File: src/rtl/down_count_monitor_pkg.sv
// Shared definitions for the down-counter monitor: FSM state encoding and
// default widths that also size the companion down counter.
package down_count_monitor_pkg;

    localparam int DCM_WIDTH  = 4;
    localparam int DCM_WRAP_W = 4;

    typedef enum logic [1:0] {
        ST_INIT  = 2'd0,
        ST_TRACK = 2'd1,
        ST_FAULT = 2'd2
    } dcm_state_e;

endpackage

File: src/rtl/down_count_monitor_wrap_counter.sv
// Enabled WRAP_W-bit incrementer with a sticky flag set when the count
// rolls over from all-ones to zero.
module wrap_counter #(
    parameter int WRAP_W = 4
) (
    input  logic              clk,
    input  logic              srst,
    input  logic              inc_i,
    output logic [WRAP_W-1:0] count_o,
    output logic              ovf_o
);

    logic [WRAP_W-1:0] count_q, count_d;
    logic              ovf_q, ovf_d;

    always_comb begin
        count_d = count_q;
        ovf_d   = ovf_q;
        if (inc_i) begin
            count_d = count_q + WRAP_W'(1);
            ovf_d   = ovf_q | (&count_q);
        end
    end

    always_ff @(posedge clk) begin
        if (srst) begin
            count_q <= '0;
            ovf_q   <= 1'b0;
        end else begin
            count_q <= count_d;
            ovf_q   <= ovf_d;
        end
    end

    assign count_o = count_q;
    assign ovf_o   = ovf_q;

endmodule

File: src/rtl/down_count_monitor.sv
// Checks that each enabled sample of a down counter is the previous one minus
// one, pulses tc on the 0->max wrap, counts wraps and flags compare matches.
module down_count_monitor
    import down_count_monitor_pkg::*;
#(
    parameter int WIDTH  = DCM_WIDTH,
    parameter int WRAP_W = DCM_WRAP_W
) (
    input  logic              clk,
    input  logic              set,
    input  logic              en,
    input  logic [WIDTH-1:0]  cnt,
    input  logic [WIDTH-1:0]  cmp,
    output logic              tc,
    output logic              match,
    output logic [WRAP_W-1:0] wraps,
    output logic              wraps_ovf,
    output logic              err
);

    dcm_state_e       state_q, state_d;
    logic [WIDTH-1:0] prev_q, prev_d;
    logic             tc_q, tc_d;
    logic             match_q, match_d;
    logic             err_q, err_d;
    logic             wrap_inc;
    logic [WIDTH-1:0] exp_val;

    assign exp_val = prev_q - WIDTH'(1);

    always_comb begin
        state_d  = state_q;
        prev_d   = prev_q;
        tc_d     = 1'b0;
        match_d  = 1'b0;
        err_d    = err_q;
        wrap_inc = 1'b0;
        if (en) begin
            match_d = (cnt == cmp);
            prev_d  = cnt;
            unique case (state_q)
                // First sample after reset only seeds the history.
                ST_INIT: state_d = ST_TRACK;
                ST_TRACK: begin
                    if (cnt == exp_val) begin
                        if (prev_q == '0) begin
                            tc_d     = 1'b1;
                            wrap_inc = 1'b1;
                        end
                    end else begin
                        err_d   = 1'b1;
                        state_d = ST_FAULT;
                    end
                end
                ST_FAULT: state_d = ST_FAULT;
                default:  state_d = ST_INIT;
            endcase
        end
    end

    always_ff @(posedge clk) begin
        if (set) begin
            state_q <= ST_INIT;
            prev_q  <= '0;
            tc_q    <= 1'b0;
            match_q <= 1'b0;
            err_q   <= 1'b0;
        end else begin
            state_q <= state_d;
            prev_q  <= prev_d;
            tc_q    <= tc_d;
            match_q <= match_d;
            err_q   <= err_d;
        end
    end

    wrap_counter #(
        .WRAP_W (WRAP_W)
    ) u_wrap_counter (
        .clk     (clk),
        .srst    (set),
        .inc_i   (wrap_inc),
        .count_o (wraps),
        .ovf_o   (wraps_ovf)
    );

    assign tc    = tc_q;
    assign match = match_q;
    assign err   = err_q;

endmodule

File: config.mk
export PLATFORM = sky130hd
export DESIGN_NAME = down_count_monitor
export DESIGN_NICKNAME = d
export VERILOG_FILES = /design/src/rtl/down_count_monitor_pkg.sv /design/src/rtl/down_count_monitor_wrap_counter.sv /design/src/rtl/down_count_monitor.sv
export SDC_FILE = /design/constraint.sdc
export NUM_CORES = 1
export LEC_CHECK = 0
export CAP_MARGIN = 20
export CORE_MARGIN = 3
export CORE_UTILIZATION = 45
export CTS_BUF_LIST = sky130_fd_sc_hd__clkbuf_4
export DETAILED_ROUTE_END_ITERATION = 6
export PLACE_DENSITY = 0.73
export SYNTH_ARGS = -nofsm -noshare
export SYNTH_HDL_FRONTEND = slang
export SYNTH_SLANG_ARGS = --single-unit
File: constraint.sdc
create_clock -name clk -period 3.8 [get_ports clk]
set_input_delay 0.76 -clock clk [delete_from_list [all_inputs] [get_ports clk]]
set_output_delay 0.76 -clock clk [all_outputs]
set_load 0.02 [all_outputs]
## Word-level counts from Yosys, hierarchy flattened

Cells that the tools add are included.

| word-level totals | value |
|---|---|
| flip-flop bits (word level) | 14 |
| input bits | 11 |
| output and inout bits | 8 |
| word-level logic and storage cells | 29 |

| cells by class | value |
|---|---|
| multiplexer cells | 6 |
| $add $sub $neg | 2 |
| equality and inequality tests | 5 |
| bitwise operators | 3 |
| reduce and logical (&&, ||, !) cells | 6 |

Operators with widths:

| operator | number |
|---|---|
| $eq 4x4->1 | 2 |
| $pmux 2 s3 | 1 |
| $add 4x1->4 const B | 1 |
| $logic_not 4->1 | 1 |
| $mux 1 | 4 |
| $reduce_and 4->1 | 1 |
| $sub 4x1->4 const B | 1 |
| $reduce_and 3->1 | 1 |
| $eq 2x1->1 const B | 1 |
| $eq 2x2->1 const B | 1 |
| $logic_not 2->1 | 1 |
| $mux 2 | 1 |
| $ne 2x2->1 const B | 1 |
| $not 1->1 | 2 |
| $reduce_and 2->1 | 1 |
| $reduce_or 2->1 | 1 |
| $or 1x1->1 | 1 |

## Logic depth before layout (Yosys ltp)

| logic depth | value |
|---|---|
| word-level depth | 5 |
| depth in mapped cells | 6 |
| gate-level depth less buffers | 6 |

## Cells and area by module

A second synthesis with hierarchy kept.

| unflattened totals | value |
|---|---|
| cell total of the unflattened synthesis | 79 |
| area, all modules | 747.0 sq um |

Modules (own cells, without submodules):

| module | cells an instance | instances | sequential area each (sq um) | area each (sq um) |
|---|---|---|---|---|
| down_count_monitor | 59 | 1 | 180.2 | 540.5 |
| wrap_counter | 20 | 1 | 100.1 | 206.4 |

## Worst setup path after synthesis

Ideal clock, no wire load.

| timing | value |
|---|---|
| path kind | in2reg |
| from | input port cnt[2] |
| to | register u_wrap_counter.count_q[3], in the netlist u_wrap_counter.count_o[3] |
| data required time | 3.677 ns |
| path buffers | 0 |
| setup time | 0.123 ns |
| cell stages on the path | 4 |
| slack | 1.910 ns |
| arrival time | 1.766 ns |
| cells stage by stage | xnor3_1 -> nand3_2 -> nor4_1 -> mux2_1 |

| on the way | value |
|---|---|
| word-level cells in the longest chain between the ends | 4 |

Ends and longest elaborated chain:

| item | RTL line | text |
|---|---|---|
| start: declaration | down_count_monitor.sv:12 | `input logic [WIDTH-1:0] cnt,` |
| $eq 4x4->1 | down_count_monitor.sv:45 | `if (cnt == exp_val) begin` |
| $mux 1 | down_count_monitor.sv:45 |  |
| $mux 1 | - |  |
| $mux 1 | down_count_monitor.sv:38 | `if (en) begin` |
| end signal: assignment | down_count_monitor_wrap_counter.sv:30 | `count_q <= count_d;` |
| end: declaration | down_count_monitor_wrap_counter.sv:13 | `logic [WRAP_W-1:0] count_q, count_d;` |

No other way between the ends.
A chain may end at the register's enable or synchronous reset.

## Worst setup path in the final report

| timing | value |
|---|---|
| from | input port en |
| to | register u_wrap_counter.count_q[3], in the netlist u_wrap_counter.count_o[3] |

| on the way | value |
|---|---|
| word-level cells in the longest chain between the ends | 1 |

Ends and longest elaborated chain:

| item | RTL line | text |
|---|---|---|
| start: declaration | down_count_monitor.sv:11 | `input logic en,` |
| $mux 1 | down_count_monitor.sv:38 |  |

No other way between the ends.

==> flow_results.org <==
** Power
- Peak supply drop :: 0.2097 mV
- Int Pwr :: 0.0002254 W
- Switching Share :: 28.31%
- Clock share of power :: 27.8%
- The analysis attributes to cell leakage a power of 0.4195 nW.
- Register share of total power :: 50.2%
- Net switching power :: 0.00008901 W
- In this run, the combinational gates consume 22.0% of the power.
- Pwr Density :: 312.5 mW/mm^2

** GRT
- Antenna violations before repair :: 0
- The first global-routing pass estimated 2339 um of wire.
- Entering global routing, the biggest net connects 14 pins.
- Aggregate global routing overflow :: 0
- The number of global-route vias before repair is 543.
- Aggregate global-route resource usage :: 14.96%

** Timing
- Setup violations remaining at the end of the flow were counted as 0.
- Max-slew headroom :: 68.83%
- Final period utilization :: 59.17%
- Based on the critical path, the design can be clocked at up to 0.4447 GHz.
- Setup repair after global routing left no endpoint under its margin.
- Layout Skew :: 2.616 ps
- After routing, the total negative slack on setup checks comes to 0 ps.
- The number of endpoints with negative hold slack in the final report came to 0.
- For the pin with the worst max-slew slack, the measured transition is 466.1 ps.
- The number of slew-limit violations in the final report was 0.
- Final Critical Period :: 2249 ps
- Final Hold Slack :: 451.0 ps
- Setup slack closes at 1551 ps.

** Floorplanning
- The die covers 0.002299 mm^2.
- Once the floorplan was initialized, standard cells occupied 50.24% of the core.
- For this design the top-level I/O count stands at 19.
- The region available for standard cell placement spans 0.001577 mm^2.
- The die is 47.95 um wide.
- Height of the chip :: 47.95 um
- Number of rows in the core area :: 14

** Finish
- Cells fill 63.81% of the core in the end.
- The finished cells cover 0.001006 mm^2.
- The post-route netlist has 10.00% of its cells at a drive strength greater than 1.
- Number of filler instances in the final layout :: 135
- Relative to the synthesized area, the layout overhead comes to 27.01%.
- Layout net count :: 117
- Antenna diode instance count :: 0

** Clock network
- TritonCTS buffer count :: 3
- Clock tree synthesis selected as its root buffer the cell clkbuf_4.
- The clock drives 14 sinks.
- Number of resized instances in the post-cts repair step :: 0
- The number of setup buffers added after CTS is 0.
- In this run the number of H-tree levels came out at 1.
- TritonCTS built the clock tree.
- Skew-Pair Late Insertion Delay :: 280 ps
- Reg clk slew, reported paths :: 80 ps
- Maximum buffer depth of the clock tree :: 2
- CTS Hold Buffers Added :: 0

** Worst setup path
- Counting both buffers and inverters, the worst setup path holds a total of 1.
- Critical Path Slowest Stage Cell :: clkdlybuf4s50_1
- Data arrives at the worst endpoint at 2420 ps.
- In this run the worst path has a maximum fanout of 8.
- Category of the critical setup timing path :: in2reg
- The cell family contributing the most delay on the critical path is buffers and inverters.
- STA classifies the critical path endpoint as a register.
- CP required :: 3970 ps
- Critical Path, Cell by Cell :: clkdlybuf4s50_1 -> nand4_1 -> nor4_1 -> mux2_1
- Biggest cell delay along the critical path :: 690 ps
- The worst setup path is launched from an input port.

** Drt
- In the detailed route, the total length drawn on met2 is 678 um.
- In the routed design, unresolved DRC markers number 0.
- In this run the top signal layer used is met4.
- After detailed routing, the total wire length is 1483 um.
- Post-detailed-route wirelength per cell :: 12.78 um
- Total iterations of the first detailed-routing run :: 4
- Per-cell via count in the routed design :: 5.259
- DRT iter0 DRCs :: 2
- In the detailed route, the total length drawn on met3 is 89 um.
- WL met1 :: 690 um
- Antenna-violating nets left :: 0
- Vias after detailed routing :: 610

** Synth
- Post-synth design cell area :: 792.0 um^2
- Number of nets produced by synthesis :: 96
- Number of enable-type register cells in the synthesized netlist :: 0
- The synthesized netlist contains 28 unique library cells.
- Among all flip-flop cells after synthesis, the most frequent one is dfxtp_1.
- During synthesis, Yosys emitted a total of 0 warnings.
- Fraction of synthesis flops using an asynchronous set or reset pin :: 0%
- Cell count after synthesis :: 80
- The share of the Yosys chip area taken by registers is 35.39%.
- Counting flops and latches in the post-synthesis netlist gives 14.
- A synthesized cell averages 9.900 um^2.

** Flow run
- MaxCap Viol Count :: 0

** Place
- Total placed instance area :: 979.7 um^2
- RD Place Congestion :: 0.7376
- I/O Buffers :: 18
- OpenSTA, run right after detailed placement, puts the worst setup slack at 1281 ps.
- Detailed placement ended at an HPWL of 1120 um.

** Run status
- The flow ran to the end, and the final reports show no timing, DRC or antenna violations.

** Hold path
- The path class of the tightest hold or removal check is reg2reg.
[cells by family after synthesis]
kind of cell | share of synthesized area, %
mux | 13.11
fa+ha+maj | 7.899
flops | 35.39
compound gates | 3.792
xor+xnor | 14.53
buf+inv | 5.371
simple gates | 19.91
[worst paths after layout]
path                                              from                                     end  slack [ps]  cells after the start
worst max-delay path                                en  u_wrap_counter.count_o[3]$_SDFFE_PP0P_        1550                      4
worst max register to register  prev_q[0]$_SDFFE_PP0P_  u_wrap_counter.count_o[3]$_SDFFE_PP0P_        1860                      6
worst min-delay path                  err$_SDFFE_PP0P_                        err$_SDFFE_PP0P_         450                      2
worst min register to register        err$_SDFFE_PP0P_                        err$_SDFFE_PP0P_         450                      2
[synthesized netlist by cell type (2+ instances only)]
| library cell | count | share of area, % |
|---|---|---|
| nor2b_1 | 3 | 2.4 |
| mux2_1 | 3 | 4.3 |
| mux2i_1 | 7 | 8.8 |
| nor4_1 | 2 | 1.6 |
| nor2_1 | 8 | 3.8 |
| xor2_1 | 4 | 4.4 |
| inv_1 | 8 | 3.8 |
| dfxtp_1 | 14 | 35 |
| nor3_2 | 2 | 2.5 |
| xnor2_2 | 2 | 4.1 |
| ha_1 | 5 | 7.9 |
| nand2_1 | 6 | 2.8 |
[metal layers]
layer | GRT usage, % | vias up
met5 | 0 | -
met4 | 8.065 | 0
met3 | 4.511 | 4
met2 | 23.48 | 21
met1 | 18.16 | 278
li1 | - | 307
[worst reg2reg max path: cells and delay by family, from the launching register on]
| family | cells | cell delay, ps |
|---|---|---|
| and+or+nand+nor | 2 | 510 |
| DFF | 1 | 400 |
| muxes | 1 | 350 |
| adders and majority gates | 1 | 340 |
| xor gates and xnor gates | 1 | 150 |
| buffers and inverters | 1 | 90 |
[state kept, by name, summed over array words and instances, names as in the netlist]
signal	cells
match	1
tc	1
state_q	2
prev_q	4
u_wrap_counter.count_o	4
err	1
u_wrap_counter.ovf_o	1
[layout by cell type (no fill, tap or decap), drive strengths merged, types with 5 or more instances in the layout]
master / netlist / routed
nor2: 8 / 8
mux2i: 7 / 7
inv: 8 / 8
ha: 5 / 5
dfxtp: 14 / 14
nand2: 6 / 6
xor2: 5 / 5
clkdlybuf4s50: 0 / 18
[area by class of cell]
class | count | area, um^2 | area share, %
inverters | 8 | 30.03 | 2.985
flip-flops and latches | 14 | 280.3 | 27.86
multi-input cells | 56 | 469.2 | 46.64
clock inverters | 1 | 3.754 | 0.3731
clock buffers | 3 | 22.52 | 2.239
well taps | 16 | 20.02 | 1.990
repair buffers | 18 | 180.2 | 17.91
[metrics by stage]
stage | std cells | total power, W
finish | 116 | 0.0003144
CTS | 116 | 0.0003176
detailed placement | 112 | 0.0002308
global placement | 112 | 0.0002291
global route | 116 | 0.0003310
floorplan | 80 | 0.0002081
[power groups by stage]
stage / clock, W / combinational [W] / sequential, W
global placement: 0 / 0.0000678 / 0.000161
floorplan: 0 / 0.0000460 / 0.000162
finish: 0.0000873 / 0.0000692 / 0.000158
global route: 0.0000952 / 0.0000768 / 0.000159
CTS: 0.0000899 / 0.0000697 / 0.000158
detailed placement: 0 / 0.0000692 / 0.000162
Power figures use the tool's default switching activity.
